**config.mk**
```make
export PLATFORM = sky130hd
export DESIGN_NAME = fetch_stage
export DESIGN_NICKNAME = d
export VERILOG_FILES = /design/src/rtl/mips_pkg.sv /design/src/rtl/if_id_reg.sv /design/src/rtl/fetch_stage.sv
export SDC_FILE = /design/constraint.sdc
export NUM_CORES = 1
export LEC_CHECK = 0
export BUFFER_PORTS_ARGS = -buffer_cell sky130_fd_sc_hd__buf_2
export CAP_MARGIN = 20
export CORE_AREA = 2 2 114 143
export CTS_CLUSTER_DIAMETER = 200
export DETAILED_ROUTE_END_ITERATION = 10
export DIE_AREA = 0 0 116 145
export HOLD_SLACK_MARGIN = 0.15
export PLACE_DENSITY = 0.91
export SYNTH_ARGS = -nofsm -noshare
export SYNTH_HDL_FRONTEND = slang
export SYNTH_HIERARCHICAL = 1
export SYNTH_SLANG_ARGS = --single-unit
export TNS_END_PERCENT = 10
```
**constraint.sdc**
```tcl
create_clock -name clk -period 3.5 [get_ports clk]
set_clock_uncertainty 0.05 [all_clocks]
set_input_delay 0.175 -clock clk [delete_from_list [all_inputs] [get_ports clk]]
set_output_delay 0.175 -clock clk [all_outputs]
set_load 0.01 [all_outputs]
```
**src/rtl/mips_pkg.sv**
```systemverilog
// Shared MIPS core definitions: fetch FSM states, NOP encoding and the
// default reset vector.
package mips_pkg;

    localparam logic [31:0] NOP_INSTR        = 32'h0000_0000;
    localparam logic [31:0] DEFAULT_RESET_PC = 32'h0000_0000;

    typedef enum logic {
        RUN   = 1'b0,
        FAULT = 1'b1
    } fetch_state_e;

endpackage : mips_pkg

```
**src/rtl/if_id_reg.sv**
```systemverilog
// Pipeline register carrying valid/instr/pc/pc_plus4 between stages.
// flush overrides load; with neither asserted the contents hold.
module if_id_reg
    import mips_pkg::*;
(
    input  logic        clk,
    input  logic        rst,
    input  logic        load,
    input  logic        flush,
    input  logic [31:0] instr_in,
    input  logic [31:0] pc_in,
    input  logic [31:0] pc_plus4_in,
    output logic        valid_out,
    output logic [31:0] instr_out,
    output logic [31:0] pc_out,
    output logic [31:0] pc_plus4_out
);

    logic        valid_q, valid_d;
    logic [31:0] instr_q, instr_d;
    logic [31:0] pc_q, pc_d;
    logic [31:0] pc_plus4_q, pc_plus4_d;

    always_comb begin
        valid_d    = valid_q;
        instr_d    = instr_q;
        pc_d       = pc_q;
        pc_plus4_d = pc_plus4_q;
        if (flush) begin
            valid_d    = 1'b0;
            instr_d    = NOP_INSTR;
            pc_d       = '0;
            pc_plus4_d = '0;
        end else if (load) begin
            valid_d    = 1'b1;
            instr_d    = instr_in;
            pc_d       = pc_in;
            pc_plus4_d = pc_plus4_in;
        end
    end

    always_ff @(posedge clk or posedge rst) begin
        if (rst) begin
            valid_q    <= 1'b0;
            instr_q    <= NOP_INSTR;
            pc_q       <= '0;
            pc_plus4_q <= '0;
        end else begin
            valid_q    <= valid_d;
            instr_q    <= instr_d;
            pc_q       <= pc_d;
            pc_plus4_q <= pc_plus4_d;
        end
    end

    assign valid_out    = valid_q;
    assign instr_out    = instr_q;
    assign pc_out       = pc_q;
    assign pc_plus4_out = pc_plus4_q;

endmodule : if_id_reg

```
**src/rtl/fetch_stage.sv**
```systemverilog
// MIPS instruction fetch: PC register, RUN/FAULT control, fetch counter and
// the IF/ID pipeline register feeding decode.
module fetch_stage
    import mips_pkg::*;
#(
    parameter logic [31:0] RESET_PC = DEFAULT_RESET_PC
) (
    input  logic        clk,
    input  logic        rst,
    output logic [31:0] imem_addr,
    input  logic [31:0] imem_rdata,
    input  logic        stall,
    input  logic        redirect_valid,
    input  logic [31:0] redirect_target,
    output logic        if_id_valid,
    output logic [31:0] if_id_instr,
    output logic [31:0] if_id_pc,
    output logic [31:0] if_id_pc_plus4,
    output logic        fetch_fault,
    output logic [31:0] fetch_count
);

    fetch_state_e state_q, state_d;
    logic [31:0]  pc_q, pc_d;
    logic [31:0]  count_q, count_d;
    logic [31:0]  pc_plus4;
    logic         ifid_load;
    logic         ifid_flush;

    assign pc_plus4 = pc_q + 32'd4;

    // Redirect beats stall; a misaligned target flushes and locks up in FAULT
    // without touching the PC.
    always_comb begin
        state_d    = state_q;
        pc_d       = pc_q;
        count_d    = count_q;
        ifid_load  = 1'b0;
        ifid_flush = 1'b0;
        unique case (state_q)
            RUN: begin
                if (redirect_valid) begin
                    ifid_flush = 1'b1;
                    if (redirect_target[1:0] != 2'b00) begin
                        state_d = FAULT;
                    end else begin
                        pc_d = redirect_target;
                    end
                end else if (!stall) begin
                    ifid_load = 1'b1;
                    pc_d      = pc_plus4;
                    count_d   = count_q + 32'd1;
                end
            end
            FAULT: begin
                state_d = FAULT;
            end
            default: begin
                state_d = FAULT;
            end
        endcase
    end

    always_ff @(posedge clk or posedge rst) begin
        if (rst) begin
            state_q <= RUN;
            pc_q    <= RESET_PC;
            count_q <= '0;
        end else begin
            state_q <= state_d;
            pc_q    <= pc_d;
            count_q <= count_d;
        end
    end

    if_id_reg u_if_id_reg (
        .clk          (clk),
        .rst          (rst),
        .load         (ifid_load),
        .flush        (ifid_flush),
        .instr_in     (imem_rdata),
        .pc_in        (pc_q),
        .pc_plus4_in  (pc_plus4),
        .valid_out    (if_id_valid),
        .instr_out    (if_id_instr),
        .pc_out       (if_id_pc),
        .pc_plus4_out (if_id_pc_plus4)
    );

    assign imem_addr   = pc_q;
    assign fetch_fault = (state_q == FAULT);
    assign fetch_count = count_q;

endmodule : fetch_stage

```
# Word level (Yosys, flattened, before mapping)
# Cells that the tools add are included.
dict set report op_classes {
  n_mux 19
  reduce_logical 4
  eq_ne 2
  bitwise_logic 3
  addsub 2
}
# op count
set ops {}
lappend ops {{32-bit 2-to-1 mux} 9}
lappend ops {{32-bit by 1-bit adder with 32-bit output (second input constant)} 1}
lappend ops {{32-bit by 3-bit adder with 32-bit output (second input constant)} 1}
lappend ops {{1-bit 2-to-1 mux} 9}
lappend ops {{3-bit AND reduction} 2}
lappend ops {{2-bit nonzero test} 2}
lappend ops {{1-bit inverter} 3}
lappend ops {{2-bit by 1-bit inequality test with 1-bit output (second input constant)} 1}
lappend ops {{2-bit inequality test (second input constant)} 1}
lappend ops {{1-bit one-hot mux with 2 select lines} 1}
dict set report word_totals {
  register_bits 162
  input_bits 68
}

# Logic depth before layout (Yosys ltp)
# Gate-level depths: netlist (run 1).
dict set report logic_depth {
  depth_word 5
  ltp_mapped 9
}

# Cells and area by module
# Netlist (run 1), hierarchy kept.
# mod cells_per_inst area_each_um2 instances
set by_module_without_submodules {}
lappend by_module_without_submodules {fetch_stage 432 3970.1 1}
lappend by_module_without_submodules {if_id_reg 314 3920.0 1}

# Worst setup path before layout (run 1)
# Ideal clock, no wire load.
dict set report synth_path {
  path_kind {register to register}
  start {register pc_q[2], in the netlist imem_addr[2]}
  end {register u_if_id_reg.pc_plus4_q[26], in the netlist u_if_id_reg/pc_plus4_out[26]}
  n_path_buf 1
  t_arrival_ns 2.183
  path_slack_ns 1.135
  path_stages_with_launch 9
  synth_period_minus_slack_ns 2.365
  cell_sequence {dfrtp_1 ha_1 nand4_2 or3_1 clkbuf_1 or3_1 xnor2_1 mux2i_1 nor2_1}
}
dict set report synth_via {
  elab_chain_cells 3
}
# element line
set synth_rtl {}
lappend synth_rtl {{start: declaration} fetch_stage.sv:24} ;# logic [31:0] pc_q, pc_d;
lappend synth_rtl {{start signal: assignment} fetch_stage.sv:71} ;# pc_q <= pc_d;
lappend synth_rtl {{32-bit by 3-bit adder with 32-bit output} fetch_stage.sv:30} ;# assign pc_plus4 = pc_q + 32'd4;
lappend synth_rtl {{via pc_plus4[26]} fetch_stage.sv:26} ;# logic [31:0] pc_plus4;
lappend synth_rtl {{32-bit 2-to-1 mux} if_id_reg.sv:34} ;# end else if (load) begin
lappend synth_rtl {{32-bit 2-to-1 mux} if_id_reg.sv:29} ;# if (flush) begin
lappend synth_rtl {{end signal: assignment} if_id_reg.sv:52} ;# pc_plus4_q <= pc_plus4_d;
lappend synth_rtl {{end: declaration} if_id_reg.sv:22} ;# logic [31:0] pc_plus4_q, pc_plus4_d;
# The timed path passes the listed nets, and every way through them passes these cells. The select of a mux whose other input is x is not followed.
# A chain may end at the register's enable or synchronous reset.

# Worst setup path in the final report (run 1)
dict set report layout_path {
  start {register pc_q[2], in the netlist imem_addr[2]}
  end {register u_if_id_reg.pc_plus4_q[24], in the netlist u_if_id_reg/pc_plus4_out[24]}
}
# Same word-level chain as after synthesis.

==> results of run 1 <==
placed cells by master (no fill, tap or decap), types with 16 or more instances in the layout:
cell type	synthesis	layout
a21oi_1	20	20
and3_1	24	24
buf_2	3	229
clkbuf_16	0	17
dfrtp_1	162	162
dlygate4sd3_1	0	65
mux2i_1	99	99
nand2_1	35	35
nand3_1	24	24
nand4_1	21	21
nor2_1	117	115
nor3_1	16	16
xnor2_1	45	45
power by group:
| group | internal [mW] | switching, mW |
|---|---|---|
| combinational | 0.260 | 0.311 |
| clock | 1.06 | 0.798 |
| sequential | 2.00 | 0.116 |
what timing repair did:
item,in CTS,in global routing
hold buffers,65,0
hold endpoints to repair,181,0
endpoints found under the setup margin,0,0
sequential cells by signal (all words and copies together) (netlist names):
name	flops
fetch_count	32
fetch_fault	1
imem_addr	32
u_if_id_reg/instr_out	32
u_if_id_reg/pc_out	32
u_if_id_reg/pc_plus4_out	32
u_if_id_reg/valid_out	1
kinds of logic after synthesis:
family,Yosys count
flops,162
compound gates,77
simple gates,283
fa+ha+maj,2
mux,99
xor+xnor,59
buf+inv,64
through the flow:
step                      hold slack, ps  cell area (um^2)
after floorplan                      269              7890
after global placement               365              9160
after detailed placement             379              9160
after CTS                            219             10400
after global routing                 270             10400
final                                241             10400
worst paths after layout:
check,endpoint,slack (ps),cells after the start
setup / recovery,u_if_id_reg/pc_plus4_out[24],880,7
max in group asynchronous,fetch_count[1],2030,4
min in group asynchronous,u_if_id_reg/pc_out[22],260,3
hold / removal,imem_addr[0],240,4
setup reg to reg,u_if_id_reg/pc_plus4_out[24],880,7
hold reg to reg,fetch_count[31],440,1
cell type report:
type | instances | area, um^2
Inverter | 13 | 56.3
Tap cell | 212 | 265
Multi-Input combinational cell | 520 | 3520
Clock buffer | 17 | 425
Fill cell | 1158 | 5020
Clock inverter | 15 | 156
Timing Repair Buffer | 307 | 1940
Sequential cell | 162 | 4050
per-layer routing:
| layer | global-route usage [%] | wire length, um | vias to the layer above |
|---|---|---|---|
| met1 | 33.2 | 8770 | 3425 |
| met2 | 47.3 | 12000 | 317 |
| met4 | 12.0 | 658 | 0 |
| met3 | 5.47 | 1480 | 58 |
| li1 | - | - | 3169 |
| met5 | 0 | 0 | - |
worst max-delay path: cells and delay by family, from the launching register on:
family        cells  cell delay (ps)
mux               1              150
xor+xnor          1              160
fa+ha+maj         1              310
simple gates      4             1330
flops             1              490
synthesized netlist by cell type, types with 5 or more instances:
library cell  instances
nor4_1                6
nor3_1               16
xor2_1               14
inv_1                12
nor2_1              117
and4_1                7
a21oi_1              20
xnor2_1              45
nand2_1              35
dfrtp_1             162
nand4_1              21
mux2i_1              99
clkbuf_1             32
o2bb2ai_1             5
o21ai_0              12
o311ai_0             13
or3_1                10
o211ai_1             11
buf_4                10
and3_1               24
nand3_1              24
a22oi_1               6
==> summary.txt, run 1 <==
Worst setup EP type -> flip-flop
Antenna violations before repair -> 0
Synth Warn # -> 6
Cell taking the most area after synthesis -> dfrtp_1
Row count -> 51
Max Root-Sink Buffers -> 2
Unrepaired setup endpoints after global routing -> no
FF+latch count, synth -> 162
Slew margin rel. -> 39.1%
Startpoint types -> flip-flop
Post-synth EDFFs -> 0
CP Max Fanout -> 11
DR pass1 iterations -> 5
Clk pin slew, worst setup/hold paths -> 70 ps
Post-Synth Simple-Gate Area -> 18.2%
Starting Density -> 51.1%
Largest net degree at the start of global routing -> 82
Syn Nets -> 816
Final slew viol count -> 0
Htree depth -> 4
Core box area -> 15400 um^2
Fmax -> 381 MHz
Critical-path top delay cell -> or3_1
Setup TNS -> 0 ps
Mapped Area -> 7890 um^2
Leak -> 5.13 nW
Run status -> complete, no violations
CTS tree -> built
Worst setup margin -> 876 ps
Ys flop type -> dfrtp_1
Total track usage -> 27.6%
Vias in the first global route -> 7159
CP most frequent cell -> or3_1
Top-area cell type share of the netlist area -> 51.4%
Via count -> 6969
Post-Synth XOR/XNOR Area -> 6.55%
Setup WS pre-CTS -> 912 ps
Area growth from synthesis to layout -> 32.1%
GPL Wtd Cong -> 0.870
TritonCTS Buffers -> 17
Die area -> 16800 um^2
Post-Layout Cell Count -> 1246
Clock Latency Late Sink -> 430 ps
Nets -> 1091
Final Power -> 4.54 mW
Avg Cell Area, Syn -> 10.6 um^2
Post-synthesis adder-cell area fraction -> 0.317%
Dpl cells -> 1148
PwrDens -> 436 nW/um^2
Port bufs -> 229
Root Driver -> clkbuf_16
CP arrival -> 2870 ps
DRC viols -> 0
Tcrit/Tclk final -> 75.0%
Routed wire length per instance -> 18.4 um
Diode count -> 0
Fin. Hold Viols -> 0
Synth top area cells -> dfrtp_1 51%, mux2i_1 13%, nor2_1 5.6%
Worst path cell trace -> ha_1 -> nand4_2 -> or3_1 -> or3_1 -> xnor2_1 -> mux2i_1 -> nor2_1
First-pass GRT wire length -> 36.8 mm
Finished Core Util -> 67.5%
Cells after synthesis -> 746
Die Y -> 145 um
Worst path required time -> 3750 ps
Share of cells above drive strength 1 -> 28.0%
Kind of critical path -> reg2reg
Slew @ Worst Pin -> 913 ps
CP Launch Point -> imem_addr[2]
Slowest Stage Delay on Critical Path -> 560 ps
Cell variety after synth -> 50
Post-synthesis mux area share -> 12.6%
Clock Sink Count -> 162
Max IR drop VDD -> 337 uV
Hold_sp -> redirect_target[1]
Register area share after synthesis -> 51.4%
Async SR Flop Fraction -> 100%
DP HPWL -> 14.6 mm
DR iter-0 viols -> 455
HP Class -> in2reg
Postcts setup bufs -> 0
PostCTS Resize Cnt -> 0
Max cap viols -> 0
GR Overflow Total -> 0
Main combinational cell family by area after synthesis -> simple AND/OR/NAND/NOR gates
Crit Reg-Reg Startpoint -> imem_addr[2]
I/O pin total -> 230
Final Critical Period -> 2620 ps
Synth Area in Compound Gates -> 6.74%
DRT antenna net count -> 0
Die Span X -> 116 um
Final setup viols -> 0
Vias per cell -> 5.59
WL final -> 22.9 mm
(Power assumes the default switching activity.)
==> run 2: changes to the inputs <==
Settings changed: CORE_AREA 2 2 114 143 to 2 2 119 150, DIE_AREA 0 0 116 145 to 0 0 121 152, PLACE_DENSITY 0.91 to 0.88.
Clock period 3.5 ns to 2.19 ns, I/O delays scaled along.
==> run 2 against run 1 <==
Core utilization fell by 4.2 points. Sequential share of layout area fell by 1.4 points. Combinational power rose by 80%.
==> summary.txt, run 2 (synthesis gave the netlist of run 1 again) <==
Clock Sink Count -> 162 (unchanged)
GPL Wtd Cong -> 0.838 (-3.7%)
Via count -> 7237 (+3.8%)
WHS -> 258 ps (+16.5 ps)
Gate power share -> 14.1% (+1.5 points)
Worst path required time -> 2450 ps (-1300 ps)
Run status -> complete, no violations
DR iter-0 viols -> 455 (unchanged)
CP bufs+invs -> 0 (unchanged)
Vias per cell -> 5.55 (-0.70%)
DP HPWL -> 16.1 mm (+10%)
Most frequent cells in the layout -> 229 x buf_2, 161 x dfrtp_1, 115 x nor2_1
I/O pin total -> 230 (unchanged)
Final Critical Period -> 2130 ps (-495 ps)
R2R Path End -> u_if_id_reg/pc_plus4_out[23]
DRT antenna net count -> 0 (unchanged)
Slowest Stage Delay on Critical Path -> 620 ps (+60 ps)
Clk pin slew, worst setup/hold paths -> 70 ps (about the same)
Largest net degree at the start of global routing -> 66 (-20%)
Clock Latency Late Sink -> 430 ps (about the same)
Final slew viol count -> 0 (unchanged)
Root Driver -> clkbuf_16
Antenna violations before repair -> 3 (+3)
Routed wire length per instance -> 18.4 um (about the same)
Die Y -> 152 um (+4.8%)
Top Family by Delay on Critical Path -> simple AND/OR/NAND/NOR gates
Vias in the first global route -> 7574 (+5.8%)
Clock power frac -> 40.5% (-0.4 points)
Starting Density -> 46.2% (-4.9 points)
Htree depth -> 4 (unchanged)
Setup TNS -> 0 ps (unchanged)
Unrepaired setup endpoints after global routing -> yes
GR Overflow Total -> 0 (unchanged)
Sw Share -> 27.1% (+0.17 points)
R2R setup slack -> 60 ps (-810 ps)
Final Power -> 7.33 mW (+61%)
Sequential share of power -> 45.5% (-1.0 points)
Switching power -> 1.99 mW (+62%)
HP Class -> in2reg
CP arrival -> 2390 ps (-480 ps)
Max IR drop VDD -> 417 uV (+24%)
Crit path depth -> 6 (-1)
Die Span X -> 121 um (+4.3%)
Fin. Hold Viols -> 0 (unchanged)
Fmax -> 470 MHz (+23%)
Hold_sp -> stall
Nets -> 1133 (+3.8%)
PwrDens -> 678 nW/um^2 (+55%)
Wire length on met2 -> 12.4 mm (+3.4%)
Worst path cell trace -> nand4_1 -> or4_4 -> or3_4 -> xnor2_1 -> mux2i_1 -> nor2_1
FF-to-FF path depth -> 6 (-1)
DRC viols -> 0 (unchanged)
Internal power -> 5.34 mW (+61%)
Area growth from synthesis to layout -> 37.1%
DR pass1 iterations -> 7 (+2)
Port bufs -> 229 (unchanged)
Final setup viols -> 0 (unchanged)
Share of cells above drive strength 1 -> 31.2% (+3.2 points)
Met1 WL -> 9.06 mm (+3.3%)
CP Max Fanout -> 10 (-1)
Core box area -> 17100 um^2 (+11%)
WL final -> 23.9 mm (+4.7%)
Max layer used -> met4
First-pass GRT wire length -> 38.7 mm (+5.4%)
Total track usage -> 26.5% (-1.1 points)
Max Root-Sink Buffers -> 2 (unchanged)
Metal3 WL -> 1.83 mm (+24%)
Max cap viols -> 0 (unchanged)
Most common cell after layout, fill and taps aside -> buf_2
Leak -> 5.33 nW (+3.9%)
Worst setup EP type -> flip-flop
Critical-path top delay cell -> or4_4
TritonCTS Buffers -> 17 (unchanged)
Slew margin rel. -> 52.0% (+13 points)
Die area -> 18400 um^2 (+9.3%)
Crit Reg-Reg Startpoint -> imem_addr[8]
Startpoint types -> flip-flop
Row count -> 54 (+5.9%)
CP Launch Point -> imem_addr[8]
CTS tree -> built
Worst Setup EP -> u_if_id_reg/pc_plus4_out[23]
Tcrit/Tclk final -> 97.2% (+22 points)
Kind of critical path -> reg2reg
Slew @ Worst Pin -> 718 ps (-195 ps)
[run 2: how the worst min path moves through the flow]
stage	slack, ps	to	depth (start not counted)
global placement	200	fetch_count[13]	3
CTS	240	fetch_count[3]	4
detailed placement	200	fetch_count[16]	3
floorplan	200	fetch_fault	2
global route	270	fetch_count[3]	4
finish	260	fetch_count[3]	4
[run 2: power by group through the flow]
stage                     combinational, mW  clock (mW)  sequential, mW
after global placement                0.895           0            3.37
after detailed placement              0.921           0            3.37
after CTS                              1.02        3.01            3.33
final                                  1.03        2.97            3.33
after global routing                   1.13        3.16            3.35
after floorplan                       0.325           0            3.49
[run 2: what timing repair did]
action	4_1_cts	5_1_grt
gates cloned	0	0
hold buffers	65	0
resized for setup	2	3
setup buffers	0	0
endpoints found under the hold margin	153	0
endpoints found under the setup margin	4	8
[run 2: worst reg2reg max path, cell delays in order, from the launching register on]
cell     delay, ps
dfrtp_1        360
nand4_1        190
or4_4          630
or3_4          430
xnor2_1        130
mux2i_1        160
nor2_1          60
[run 2: final cells by class]
class / count / area, um^2
multi-input combinational: 520 / 3550
clock inverter: 12 / 121
antenna: 3 / 7.51
timing repair buffer: 349 / 2280
sequential: 162 / 4060
tap: 224 / 280
fill: 1320 / 6270
clock buffer: 20 / 467
inverter: 13 / 57.6
[run 2: per-layer routing]
layer  up-vias  global-route usage, %
met4         0                   10.2
met3        58                   8.07
met1      3566                   30.9
li1       3263                      -
met5         -                      0
met2       350                   45.3
[run 2: per-stage QoR]
stage	cells	cell area [um^2]	util (%)	setup slack, ps
final	1303	10800	63.3	61.5
after global routing	1303	10800	63.3	-13.4
after CTS	1300	10800	63.2	32.6
after detailed placement	1203	9550	55.9	-19.8
after global placement	1203	9550	55.9	37.9
after floorplan	746	7890	-	-175
==> run 3: changes to the inputs <==
Settings changed: CORE_AREA 2 2 119 150 to 2 2 114 144, DIE_AREA 0 0 121 152 to 0 0 116 146, SYNTH_HIERARCHICAL 1 to unset.
==> run 3 against run 2 <==
Via count is 8.9% lower. Global-route usage down 1.2 points. Critical path depth increased by 1. Die area shrank 7.9%. Routed wire length shrank 10%. Sequential power rose by 4%. Critical path type is now in2reg. Critical endpoint is now fetch_count[24]. Highest routed layer unchanged.
==> summary.txt, run 3 <==
Synth Warn # -> 0 (-6)
Most frequent cells in the layout -> 229 x buf_2, 160 x dfrtp_1, 68 x a22o_1
Leak -> 4.92 nW (-7.7%)
Cell taking the most area after synthesis -> dfrtp_1
Post-synth EDFFs -> 0 (unchanged)
FF-to-FF path depth -> 5 (-1)
Fmax -> 460 MHz (-2.0%)
Cells after synthesis -> 653 (-12%)
Root Driver -> clkbuf_16
Worst setup EP type -> flip-flop
Kind of critical path -> in2reg
Vias in the first global route -> 6455 (-15%)
I/O pin total -> 230 (unchanged)
Synth cell count leaders -> 160 x dfrtp_1, 68 x a22o_1, 67 x nand2_1, 51 x o21ai_0, 36 x clkbuf_1
Max Root-Sink Buffers -> 2 (unchanged)
Fin. Hold Viols -> 0 (unchanged)
DR iter-0 viols -> 595 (+31%)
Finished Core Util -> 63.9% (+0.56 points)
Slew @ Worst Pin -> 586 ps (-132 ps)
Worst path required time -> 2480 ps (+30 ps)
Register area share after synthesis -> 56.7% (+5.3 points)
GR Overflow Total -> 0 (unchanged)
Final Critical Period -> 2170 ps (+43.7 ps)
Synth top area cells -> dfrtp_1 57%, a22o_1 8.4%, xnor2_1 3.8%
Max IR drop VDD -> 529 uV (+27%)
DP HPWL -> 13.6 mm (-15%)
Share of cells above drive strength 1 -> 32.3% (+1.1 points)
HP Class -> in2async
Tcrit/Tclk final -> 99.2% (+2.0 points)
Dpl cells -> 1076 (-11%)
DRT antenna net count -> 0 (unchanged)
Antenna violations before repair -> 0 (-3)
Top-area cell type share of the netlist area -> 56.7% (+5.3 points)
Final slew viol count -> 0 (unchanged)
Most common cell in the netlist -> dfrtp_1
GPL Wtd Cong -> 0.894 (+6.7%)
Htree depth -> 4 (unchanged)
Row count -> 51 (-5.6%)
Area growth from synthesis to layout -> 39.5%
Ys flop type -> dfrtp_1
DR pass1 iterations -> 5 (-2)
Via count -> 6590 (-8.9%)
DRC viols -> 0 (unchanged)
Slew margin rel. -> 60.9% (+8.9 points)
Vias per cell -> 5.61 (+0.98%)
Most common cell after layout, fill and taps aside -> buf_2
FF+latch count, synth -> 160 (-1.2%)
Design Area, Final -> 9860 um^2 (-8.9%)
Mapped Area -> 7070 um^2 (-10%)
Diode count -> 0 (-3)
Max cap viols -> 0 (unchanged)
CTS tree -> built
Run status -> complete, no violations
Post-Layout Cell Count -> 1175 (-9.8%)
Die Span X -> 116 um (-4.1%)
Routed wire length per instance -> 18.3 um (-0.17%)
Largest net degree at the start of global routing -> 85 (+29%)
Core box area -> 15400 um^2 (-9.7%)
WL final -> 21.6 mm (-10%)
WHS -> 331 ps (+73.9 ps)
Clk pin slew, worst setup/hold paths -> 60 ps (about the same)
Area after DPL -> 8570 um^2 (-10%)
Clock Latency Late Sink -> 430 ps (about the same)
Nets -> 1020 (-10%)
PwrDens -> 792 nW/um^2 (+17%)
Cell variety after synth -> 49 (-2.0%)
Syn Nets -> 723 (-11%)
First-pass GRT wire length -> 33.6 mm (-13%)
Worst setup margin -> 17.8 ps (-43.7 ps)
CP Max Fanout -> 6 (-4)
TritonCTS Buffers -> 17 (unchanged)
Async SR Flop Fraction -> 100% (unchanged)
CP arrival -> 2460 ps (+70 ps)
Clock Sink Count -> 160 (-1.2%)
Avg Cell Area, Syn -> 10.8 um^2 (+2.3%)
Final setup viols -> 0 (unchanged)
Setup WS pre-CTS -> 110 ps (+130 ps)
Port bufs -> 229 (unchanged)
Starting Density -> 45.8% (-0.39 points)
Die area -> 16900 um^2 (-7.9%)
Total track usage -> 25.3% (-1.2 points)
Die Y -> 146 um (-3.9%)
Startpoint types -> input port
-- run 3: changes by cell type after synthesis, sizes merged, moves of 10 or more --
| cell | change |
|---|---|
| a22o | +67 |
| o21ai | +40 |
| xnor2 | -14 |
| and3 | -17 |
| mux2i | -98 |
| nand2 | +32 |
| xor2 | +12 |
| nand3 | +10 |
| nor2 | -95 |
-- run 3: per-stage QoR --
step / total power [mW] / TNS, ps
floorplan: 4.10 / 0
global placement: 4.65 / 0
detailed placement: 4.69 / 0
CTS: 7.83 / 0
global route: 8.12 / -23.3
finish: 7.81 / 0
-- run 3: worst max-delay path, cell delays in order --
cell and delay (ps):
dlygate4sd3_1 530, buf_2 150, or3_4 430, or3_1 400
or4_4 470, nor2_2 160, xor2_2 200
-- run 3: area by class of cell --
class                      count  area, um^2
clock buffer                  22         484
clock inverter                10         124
fill                        1172        5580
inverter                       7        30.0
multi-input combinational    434        2840
sequential                   160        4000
tap                          212         265
timing repair buffer         330        2110
-- run 3: worst paths after layout --
check	slack [ps]	from	end
worst max register to register	20	fetch_fault	fetch_count[24]
max in group asynchronous	1370	rst	u_if_id_reg.pc_plus4_out[20]
worst min register to register	420	u_if_id_reg.pc_plus4_out[21]	u_if_id_reg.pc_plus4_out[21]
min in group clk	370	imem_rdata[28]	u_if_id_reg.instr_out[28]
worst min-delay path	330	rst	u_if_id_reg.instr_out[16]
worst max-delay path	20	redirect_valid	fetch_count[24]
-- run 3: cell families after synthesis --
family                   count (synthesis)  share of synthesized area (%)
AND/OR/NAND/NOR                        202                           15.0
multiplexers                             1                          0.142
AO/OA/AOI/OAI                          172                           17.3
adder cells (fa/ha/maj)                  2                          0.354
flip-flops                             160                           56.7
XOR/XNOR                                57                           7.06
buffers and inverters                   59                           3.45
-- run 3: repair_timing --
item | CTS | global route
endpoints found under the setup margin | 1 | 2
buffers inserted | 0 | 0
resized for setup | 1 | 2
hold buffers | 67 | 0
cloned | 0 | 0
hold endpoints to repair | 226 | 0
-- run 3: metal layers --
layer	wire length, um	up-vias	track usage [%]	share of wire (%)
li1	-	2961	-	-
met4	663	0	11.8	3.1
met3	1470	55	5.25	6.8
met1	8300	3259	30.5	39
met5	0	-	0	0
met2	11100	315	42.9	52
-- run 3: where the power goes --
group          internal, mW  switching [mW]
registers              3.24           0.229
logic                 0.615           0.670
clock network          1.82            1.24
